==> config.mk <==
export PLATFORM = sky130hd
export DESIGN_NAME = vga_word_fetch_flat
export DESIGN_NICKNAME = d
export VERILOG_FILES = /design/src/rtl/vga_word_fetch_if.sv /design/src/rtl/vga_word_fetch.sv /design/src/flat_wrapper.sv
export SDC_FILE = /design/constraint.sdc
export NUM_CORES = 1
export LEC_CHECK = 0
export CELL_PAD_IN_SITES_DETAIL_PLACEMENT = 0
export CELL_PAD_IN_SITES_GLOBAL_PLACEMENT = 1
export CORE_ASPECT_RATIO = 0.75
export CORE_MARGIN = 2
export CORE_UTILIZATION = 33
export DETAILED_ROUTE_END_ITERATION = 10
export GPL_TIMING_DRIVEN = 0
export PLACE_DENSITY = 0.83
export SLEW_MARGIN = 15
export SYNTH_ARGS = -nofsm -noshare
export SYNTH_HDL_FRONTEND = slang
export SYNTH_SLANG_ARGS = --single-unit
export TNS_END_PERCENT = 1
==> constraint.sdc <==
create_clock -name CLK_50 -period 2.15 [get_ports CLK_50]
set_input_delay 0.215 -clock CLK_50 [delete_from_list [all_inputs] [get_ports CLK_50]]
set_output_delay 0.215 -clock CLK_50 [all_outputs]
set_load 0.01 [all_outputs]
==> src/rtl/vga_word_fetch_if.sv <==
// Framebuffer read port between the word fetcher (master) and the memory (slave).
// One request is outstanding at a time; the address is held until mem_ack.
interface vga_word_fetch_if #(
    parameter int DATA_WIDTH = 16,
    parameter int ADDR_WIDTH = 8
);
    logic                  mem_req;
    logic [ADDR_WIDTH-1:0] mem_addr;
    logic                  mem_ack;
    logic [DATA_WIDTH-1:0] mem_rdata;

    modport master (output mem_req, output mem_addr, input mem_ack, input mem_rdata);
    modport slave  (input mem_req, input mem_addr, output mem_ack, output mem_rdata);
endinterface

==> src/rtl/vga_word_fetch.sv <==
// vga_word_fetch: double-buffered framebuffer word fetcher for the VGA pixel path.
// cur drives pixel_in; nxt holds the prefetched word for the next word slot.
// Optional feature macro: VGA_FETCH_UNDERRUN_EN enables the sticky underrun flag
// and the saturating underrun counter; without it both outputs are constant 0.
module vga_word_fetch #(
    parameter int DATA_WIDTH              = 16,
    parameter int ADDR_WIDTH              = 8,
    parameter int BITS_PER_MEMORY_PIXEL_X = 4,
    parameter int BITS_PER_MEMORY_PIXEL_Y = 4,
    parameter int GRID_WIDTH_PX           = 512,
    parameter int GRID_HEIGHT_PX          = 384,
    parameter int H_TOTAL                 = 800,
    parameter int V_TOTAL                 = 525
) (
    input  logic                  CLK_50,
    input  logic                  RESET,
    input  logic [9:0]            pixel_x,
    input  logic [9:0]            pixel_y,
    vga_word_fetch_if.master      mem,
    output logic [DATA_WIDTH-1:0] pixel_in,
    output logic                  underrun,
    output logic [7:0]            underrun_count
);
    // Screen pixels covered by one memory word, and words per grid row.
    localparam int PPW = 2 ** ($clog2(DATA_WIDTH) + BITS_PER_MEMORY_PIXEL_X);
    localparam int WPR = GRID_WIDTH_PX / PPW;

    localparam logic [9:0] GRID_X = 10'(GRID_WIDTH_PX);
    localparam logic [9:0] GRID_Y = 10'(GRID_HEIGHT_PX);
    localparam logic [9:0] H_LAST = 10'(H_TOTAL - 1);
    localparam logic [9:0] V_LAST = 10'(V_TOTAL - 1);

    logic [DATA_WIDTH-1:0] cur_reg, cur_next;
    logic [DATA_WIDTH-1:0] nxt_reg, nxt_next;
    logic                  nxt_ok_reg, nxt_ok_next;
    logic                  mem_req_reg, mem_req_next;
    logic [ADDR_WIDTH-1:0] mem_addr_reg, mem_addr_next;
    // Line whose words are being streamed, latched at the prefetch point.
    logic [9:0]            line_reg, line_next;
    logic                  line_in_grid_reg, line_in_grid_next;
    // Cleared by reset; promotions are ignored until the first prefetch point.
    logic                  active_reg, active_next;

    logic [9:0]            target_line;
    logic                  target_in_grid;
    logic [WPR-1:0]        promo_hit;
    logic                  promo_any;
    int                    promo_word;
`ifdef VGA_FETCH_UNDERRUN_EN
    logic                  underrun_event;
`endif

    // Flat word address of word 'word' on screen line 'line'.
    function automatic logic [ADDR_WIDTH-1:0] word_addr(input logic [9:0] line, input int word);
        int flat;
        flat = int'(line >> BITS_PER_MEMORY_PIXEL_Y) * WPR + word;
        return flat[ADDR_WIDTH-1:0];
    endfunction

    assign target_line    = (pixel_y == V_LAST) ? 10'd0 : pixel_y + 10'd1;
    assign target_in_grid = (target_line < GRID_Y);

    // Promotion points: slot 0 at the last column of the line, slot k one pixel before word k.
    assign promo_hit[0] = (pixel_x == H_LAST);
    genvar gi;
    generate
        for (gi = 1; gi < WPR; gi++) begin : g_promo
            assign promo_hit[gi] = (pixel_x == 10'(gi * PPW - 1));
        end
    endgenerate

    // Decode which word slot (if any) is being promoted this cycle.
    always_comb begin
        promo_any  = |promo_hit;
        promo_word = 0;
        for (int k = 0; k < WPR; k++) begin
            if (promo_hit[k]) promo_word = k;
        end
    end

    // Next-state: ack capture, line prefetch, and promotion (prefetch/promotion override ack).
    always_comb begin
        cur_next          = cur_reg;
        nxt_next          = nxt_reg;
        nxt_ok_next       = nxt_ok_reg;
        mem_req_next      = mem_req_reg;
        mem_addr_next     = mem_addr_reg;
        line_next         = line_reg;
        line_in_grid_next = line_in_grid_reg;
        active_next       = active_reg;
`ifdef VGA_FETCH_UNDERRUN_EN
        underrun_event    = 1'b0;
`endif
        if (mem_req_reg && mem.mem_ack) begin
            nxt_next     = mem.mem_rdata;
            nxt_ok_next  = 1'b1;
            mem_req_next = 1'b0;
        end

        if (pixel_x == GRID_X) begin
            active_next       = 1'b1;
            line_next         = target_line;
            line_in_grid_next = target_in_grid;
            if (target_in_grid) begin
                mem_req_next  = 1'b1;
                mem_addr_next = word_addr(target_line, 0);
                nxt_ok_next   = 1'b0;
            end else begin
                // Lines below the grid display blank; no memory traffic needed.
                nxt_next     = '0;
                nxt_ok_next  = 1'b1;
                mem_req_next = 1'b0;
            end
        end else if (active_reg && promo_any) begin
            if (nxt_ok_reg) begin
                cur_next    = nxt_reg;
                nxt_ok_next = 1'b0;
                if ((promo_word + 1 < WPR) && line_in_grid_reg) begin
                    mem_req_next  = 1'b1;
                    mem_addr_next = word_addr(line_reg, promo_word + 1);
                end
            end else begin
                // Word missed its slot: blank it and abandon the outstanding read.
                cur_next     = '0;
                nxt_ok_next  = 1'b0;
                mem_req_next = 1'b0;
`ifdef VGA_FETCH_UNDERRUN_EN
                if (line_in_grid_reg) underrun_event = 1'b1;
`endif
            end
        end
    end

    // State registers with synchronous reset.
    always_ff @(posedge CLK_50) begin
        if (RESET) begin
            cur_reg          <= '0;
            nxt_reg          <= '0;
            nxt_ok_reg       <= 1'b0;
            mem_req_reg      <= 1'b0;
            mem_addr_reg     <= '0;
            line_reg         <= '0;
            line_in_grid_reg <= 1'b0;
            active_reg       <= 1'b0;
        end else begin
            cur_reg          <= cur_next;
            nxt_reg          <= nxt_next;
            nxt_ok_reg       <= nxt_ok_next;
            mem_req_reg      <= mem_req_next;
            mem_addr_reg     <= mem_addr_next;
            line_reg         <= line_next;
            line_in_grid_reg <= line_in_grid_next;
            active_reg       <= active_next;
        end
    end

    assign pixel_in     = cur_reg;
    assign mem.mem_req  = mem_req_reg;
    assign mem.mem_addr = mem_addr_reg;

`ifdef VGA_FETCH_UNDERRUN_EN
    logic       underrun_reg;
    logic [7:0] underrun_count_reg;

    // Sticky underrun flag and saturating event counter.
    always_ff @(posedge CLK_50) begin
        if (RESET) begin
            underrun_reg       <= 1'b0;
            underrun_count_reg <= 8'd0;
        end else if (underrun_event) begin
            underrun_reg <= 1'b1;
            if (underrun_count_reg != 8'hFF) underrun_count_reg <= underrun_count_reg + 8'd1;
        end
    end

    assign underrun       = underrun_reg;
    assign underrun_count = underrun_count_reg;
`else
    assign underrun       = 1'b0;
    assign underrun_count = 8'd0;
`endif
endmodule

==> src/flat_wrapper.sv <==
// flat-port wrapper written by rule: the top's interface ports become plain ports
module vga_word_fetch_flat 
#(
    parameter int DATA_WIDTH              = 16,
    parameter int ADDR_WIDTH              = 8,
    parameter int BITS_PER_MEMORY_PIXEL_X = 4,
    parameter int BITS_PER_MEMORY_PIXEL_Y = 4,
    parameter int GRID_WIDTH_PX           = 512,
    parameter int GRID_HEIGHT_PX          = 384,
    parameter int H_TOTAL                 = 800,
    parameter int V_TOTAL                 = 525
)
  (CLK_50, RESET, pixel_x, pixel_y, pixel_in, underrun, underrun_count, mem_mem_req, mem_mem_addr, mem_mem_ack, mem_mem_rdata);
  vga_word_fetch_if #(.DATA_WIDTH(DATA_WIDTH), .ADDR_WIDTH(ADDR_WIDTH)) mem_i ();
  input  logic CLK_50;
  input  logic RESET;
  input  logic [9:0] pixel_x;
  input  logic [9:0] pixel_y;
  output logic [DATA_WIDTH-1:0] pixel_in;
  output logic underrun;
  output logic [7:0] underrun_count;
  output wire logic [$bits(mem_i.mem_req)-1:0] mem_mem_req;
  output wire logic [$bits(mem_i.mem_addr)-1:0] mem_mem_addr;
  input wire logic [$bits(mem_i.mem_ack)-1:0] mem_mem_ack;
  input wire logic [$bits(mem_i.mem_rdata)-1:0] mem_mem_rdata;
  assign mem_mem_req = mem_i.mem_req;
  assign mem_mem_addr = mem_i.mem_addr;
  assign mem_i.mem_ack = mem_mem_ack;
  assign mem_i.mem_rdata = mem_mem_rdata;
  vga_word_fetch #(.DATA_WIDTH(DATA_WIDTH), .ADDR_WIDTH(ADDR_WIDTH), .BITS_PER_MEMORY_PIXEL_X(BITS_PER_MEMORY_PIXEL_X), .BITS_PER_MEMORY_PIXEL_Y(BITS_PER_MEMORY_PIXEL_Y), .GRID_WIDTH_PX(GRID_WIDTH_PX), .GRID_HEIGHT_PX(GRID_HEIGHT_PX), .H_TOTAL(H_TOTAL), .V_TOTAL(V_TOTAL)) u_core (.CLK_50(CLK_50), .RESET(RESET), .pixel_x(pixel_x), .pixel_y(pixel_y), .mem(mem_i), .pixel_in(pixel_in), .underrun(underrun), .underrun_count(underrun_count));
endmodule
==> impl_metrics.csv <==
group,metric,value,unit
pwr,power_leakage,1.11,nW
finish,final-instance-count-excl-fill,400,
placed_design,gp_congestion,0.809,
clock_network,cts_buffers,5,
grt,grt_max_degree,15,
grt,grt_antenna_before_repair,0,
route,via_per_inst,4.78,
logic_synthesis,synth_ff_type,"dfxtp_1",
route,dr_total_vias,1912,
finish,n_antenna_cell,0,
floorplanning,start_util,34.2,%
finish,syn_to_final_growth,41.0,%
pwr,clkPwrFrac,38.1,%
logic_synthesis,synth-compound-area-share,19.6,%
floorplanning,fp.dieH,74.3,um
floorplanning,rows,25,
clock_network,cts.clk_slew.worst_paths,80,ps
critical_path,crit_path_end,"u_core.pixel_in[10]",
clock_network,htreeDepth,2,
clock_network,clock-sinks,50,
pwr,p_seq_share,53.0,%
timing,layout_min_cycle_time,2010,ps
clock_network,clk_latency,290,ps
logic_synthesis,synth_edf_count,0,
placed_design,io_buffers,62,
floorplanning,core_area,6350,sq um
critical_path,arrival,2250,ps
logic_synthesis,synthXorXnorAreaFrac,4.03,%
timing,tightest_slew,541,ps
critical_path,crit_fanout,10,
placed_design,dp_hpwl,4020,um
logic_synthesis,async_reset_ff_share,0,%
pwr,pwr-share-comb,8.9,%
min_path,holdPathStages,2,
route,firstDrtPassIters,4,
pwr,sw_frac_of_total,20.5,%
route,wirelength,5270,um
logic_synthesis,synth_warnings,0,
logic_synthesis,syn_area,2170,sq um
route,drt_drc_violations_left,0,
flow_run,drv_cap,0,
timing,drv_slew,0,
critical_path,reg2reg_depth,7,
pwr,netSwitchingPower,0.000357,W
finish,layout-drive-gt1-share,12.5,%
critical_path,critPathLaunch,"pixel_x[6]",
grt,grt_pass1_wl,8300,um
finish,nets,360,
timing,setup_violations,0,
finish,final_cell_mix,"62 x clkdlybuf4s50_1, 50 x dfxtp_1, 38 x nand2_1",
logic_synthesis,synth_top_family_by_area,"simple AND/OR/NAND/NOR gates",
min_path,hp-class,"in -> reg",
critical_path,cp_data_required_time,2390,ps
pwr,vdd.ir_drop.worst,0.000263,V
placed_design,dp.cells,391,
pwr,p_per_area,569,nW/um^2
grt,grt_pass1_vias,1715,
route,ant_nets,0,
clock_network,hold_buffers,0,
route,drt_iter0_drc,55,
logic_synthesis,syn_inst,240,
critical_path,cp-end-kind,"flip-flop",
clock_network,cts_root_buffer,"clkbuf_8",
logic_synthesis,synth_area_per_cell,9.06,sq um
critical_path,crit_type,"in -> reg",
timing,rsz0062_at_grt,"no",
logic_synthesis,ys_seq_elements,50,
placed_design,placed_area,2930,sq um
logic_synthesis,synth-adder-area-share,1.15,%
critical_path,r2r_end,"u_core.pixel_in[10]",
pwr,p_int,0.00139,W
logic_synthesis,synth-seq-area-share,46.0,%
run_status,run_status,"completed",
timing,relSlewSlack,63.8,%
finish,final_cell_area,3070,sq um
timing,fin_crit_sh,93.6,%
logic_synthesis,synth_mux_area_share,0.460,%
grt,grt_usage,14.3,%
critical_path,r2r-start,"u_core.active_reg",
logic_synthesis,synthSimpleGateAreaFrac,20.9,%
logic_synthesis,yosysUniqueCellTypes,41,
critical_path,cp-start-kind,"input pin",
timing,hold_viol_final,0,
finish,mostFrequentLayoutCell,"clkdlybuf4s50_1",
timing,maxClockFrequency,497,MHz
floorplanning,die-width,97.7,um
floorplanning,dieArea,7260,sq um
timing,skew,4.94,ps
clock_network,cts_tree,"built",
floorplanning,io_pins,73,
clock_network,clk_path_buf_depth,2,
grt,grt-ovfl-total,0,
critical_path,r2r_slack,340,ps
route,wire_per_inst,13.2,um
==> through the flow <==
step / total power (W) / TNS, ps / hold slack [ps] / worst slack [ps] / utilization (%)
floorplan: 0.00101 / 0 / 349 / 526 / -
global placement: 0.00110 / -4170 / 441 / -245 / 46.1
detailed placement: 0.00110 / -5200 / 447 / -265 / 46.1
CTS: 0.00176 / 0 / 136 / 52.5 / 47.9
global route: 0.00181 / 0 / 145 / 2.87 / 48.3
finish: 0.00174 / 0 / 144 / 138 / 48.3
==> worst max-delay path, cell delays in order <==
cell,delay (ps)
clkdlybuf4s50_1,460
nor4b_4,380
nand2_2,110
a21boi_4,180
inv_2,70
nor4b_4,490
buf_6,220
a22o_1,130
==> cell usage after synthesis (all sizes together), types with 3 or more instances <==
cell	number	share of area [%]
dfxtp	50	46
nand2	39	6.8
a21oi	28	6.4
a22o	16	6.5
buf	16	5.8
nor2	15	2.7
nand3	12	2.8
xnor2	8	3.2
clkbuf	6	1.0
nand4	6	1.7
inv	5	0.86
a22oi	4	1.4
and2	4	1.3
nor3	3	0.69
nor4b	3	2.6
o221a	3	1.6
==> worst min-delay path by stage <==
stage	startpoint	slack (ps)	endpoint
2_1_floorplan	mem_mem_rdata[2]	350	u_core.nxt_reg[2]
3_3_place_gp	u_core.nxt_reg[5]	440	u_core.nxt_reg[5]
3_5_place_dp	u_core.nxt_reg[4]	450	u_core.nxt_reg[4]
4_1_cts	RESET	140	u_core.line_reg[5]
5_1_grt	RESET	150	u_core.mem.mem_addr[2]
6_report	RESET	140	u_core.line_reg[5]
==> cells by family after synthesis <==
family,count (synthesis)
other,1
multiplexers,1
AND/OR/NAND/NOR,89
XOR/XNOR,10
flip-flops,50
AO/OA/AOI/OAI,60
buffers and inverters,27
adder cells (fa/ha/maj),2
==> repair_timing <==
item / CTS / global route
endpoints found under the hold margin: 0 / 0
buffers inserted: 0 / 2
endpoints found under the setup margin: 0 / 21
resized for setup: 0 / 3
==> layout make-up <==
class                      instances  area (sq um)
multi-input combinational        171          1050
buffer                            22           149
timing repair buffer              64           636
clock inverter                     1          30.0
inverter                           5          18.8
tap                               81           101
clock buffer                       6          82.6
fill                             630          3280
sequential                        50          1000
==> routing by layer <==
| layer | up-vias | wire length [um] | GRT usage, % |
|---|---|---|---|
| li1 | 982 | - | - |
| met1 | 865 | 2730 | 20.6 |
| met2 | 60 | 2200 | 22.1 |
| met3 | 5 | 287 | 2.16 |
| met4 | 0 | 57 | 5.09 |
| met5 | - | 0 | 0 |
==> power groups by stage <==
| stage | logic, W | registers (W) | clock network [W] |
|---|---|---|---|
| 2_1_floorplan | 0.0000591 | 0.000947 | 0 |
| 3_3_place_gp | 0.000152 | 0.000947 | 0 |
| 3_5_place_dp | 0.000153 | 0.000947 | 0 |
| 4_1_cts | 0.000153 | 0.000925 | 0.000681 |
| 5_1_grt | 0.000166 | 0.000926 | 0.000716 |
| 6_report | 0.000155 | 0.000925 | 0.000664 |
(Power assumes the default switching activity.)
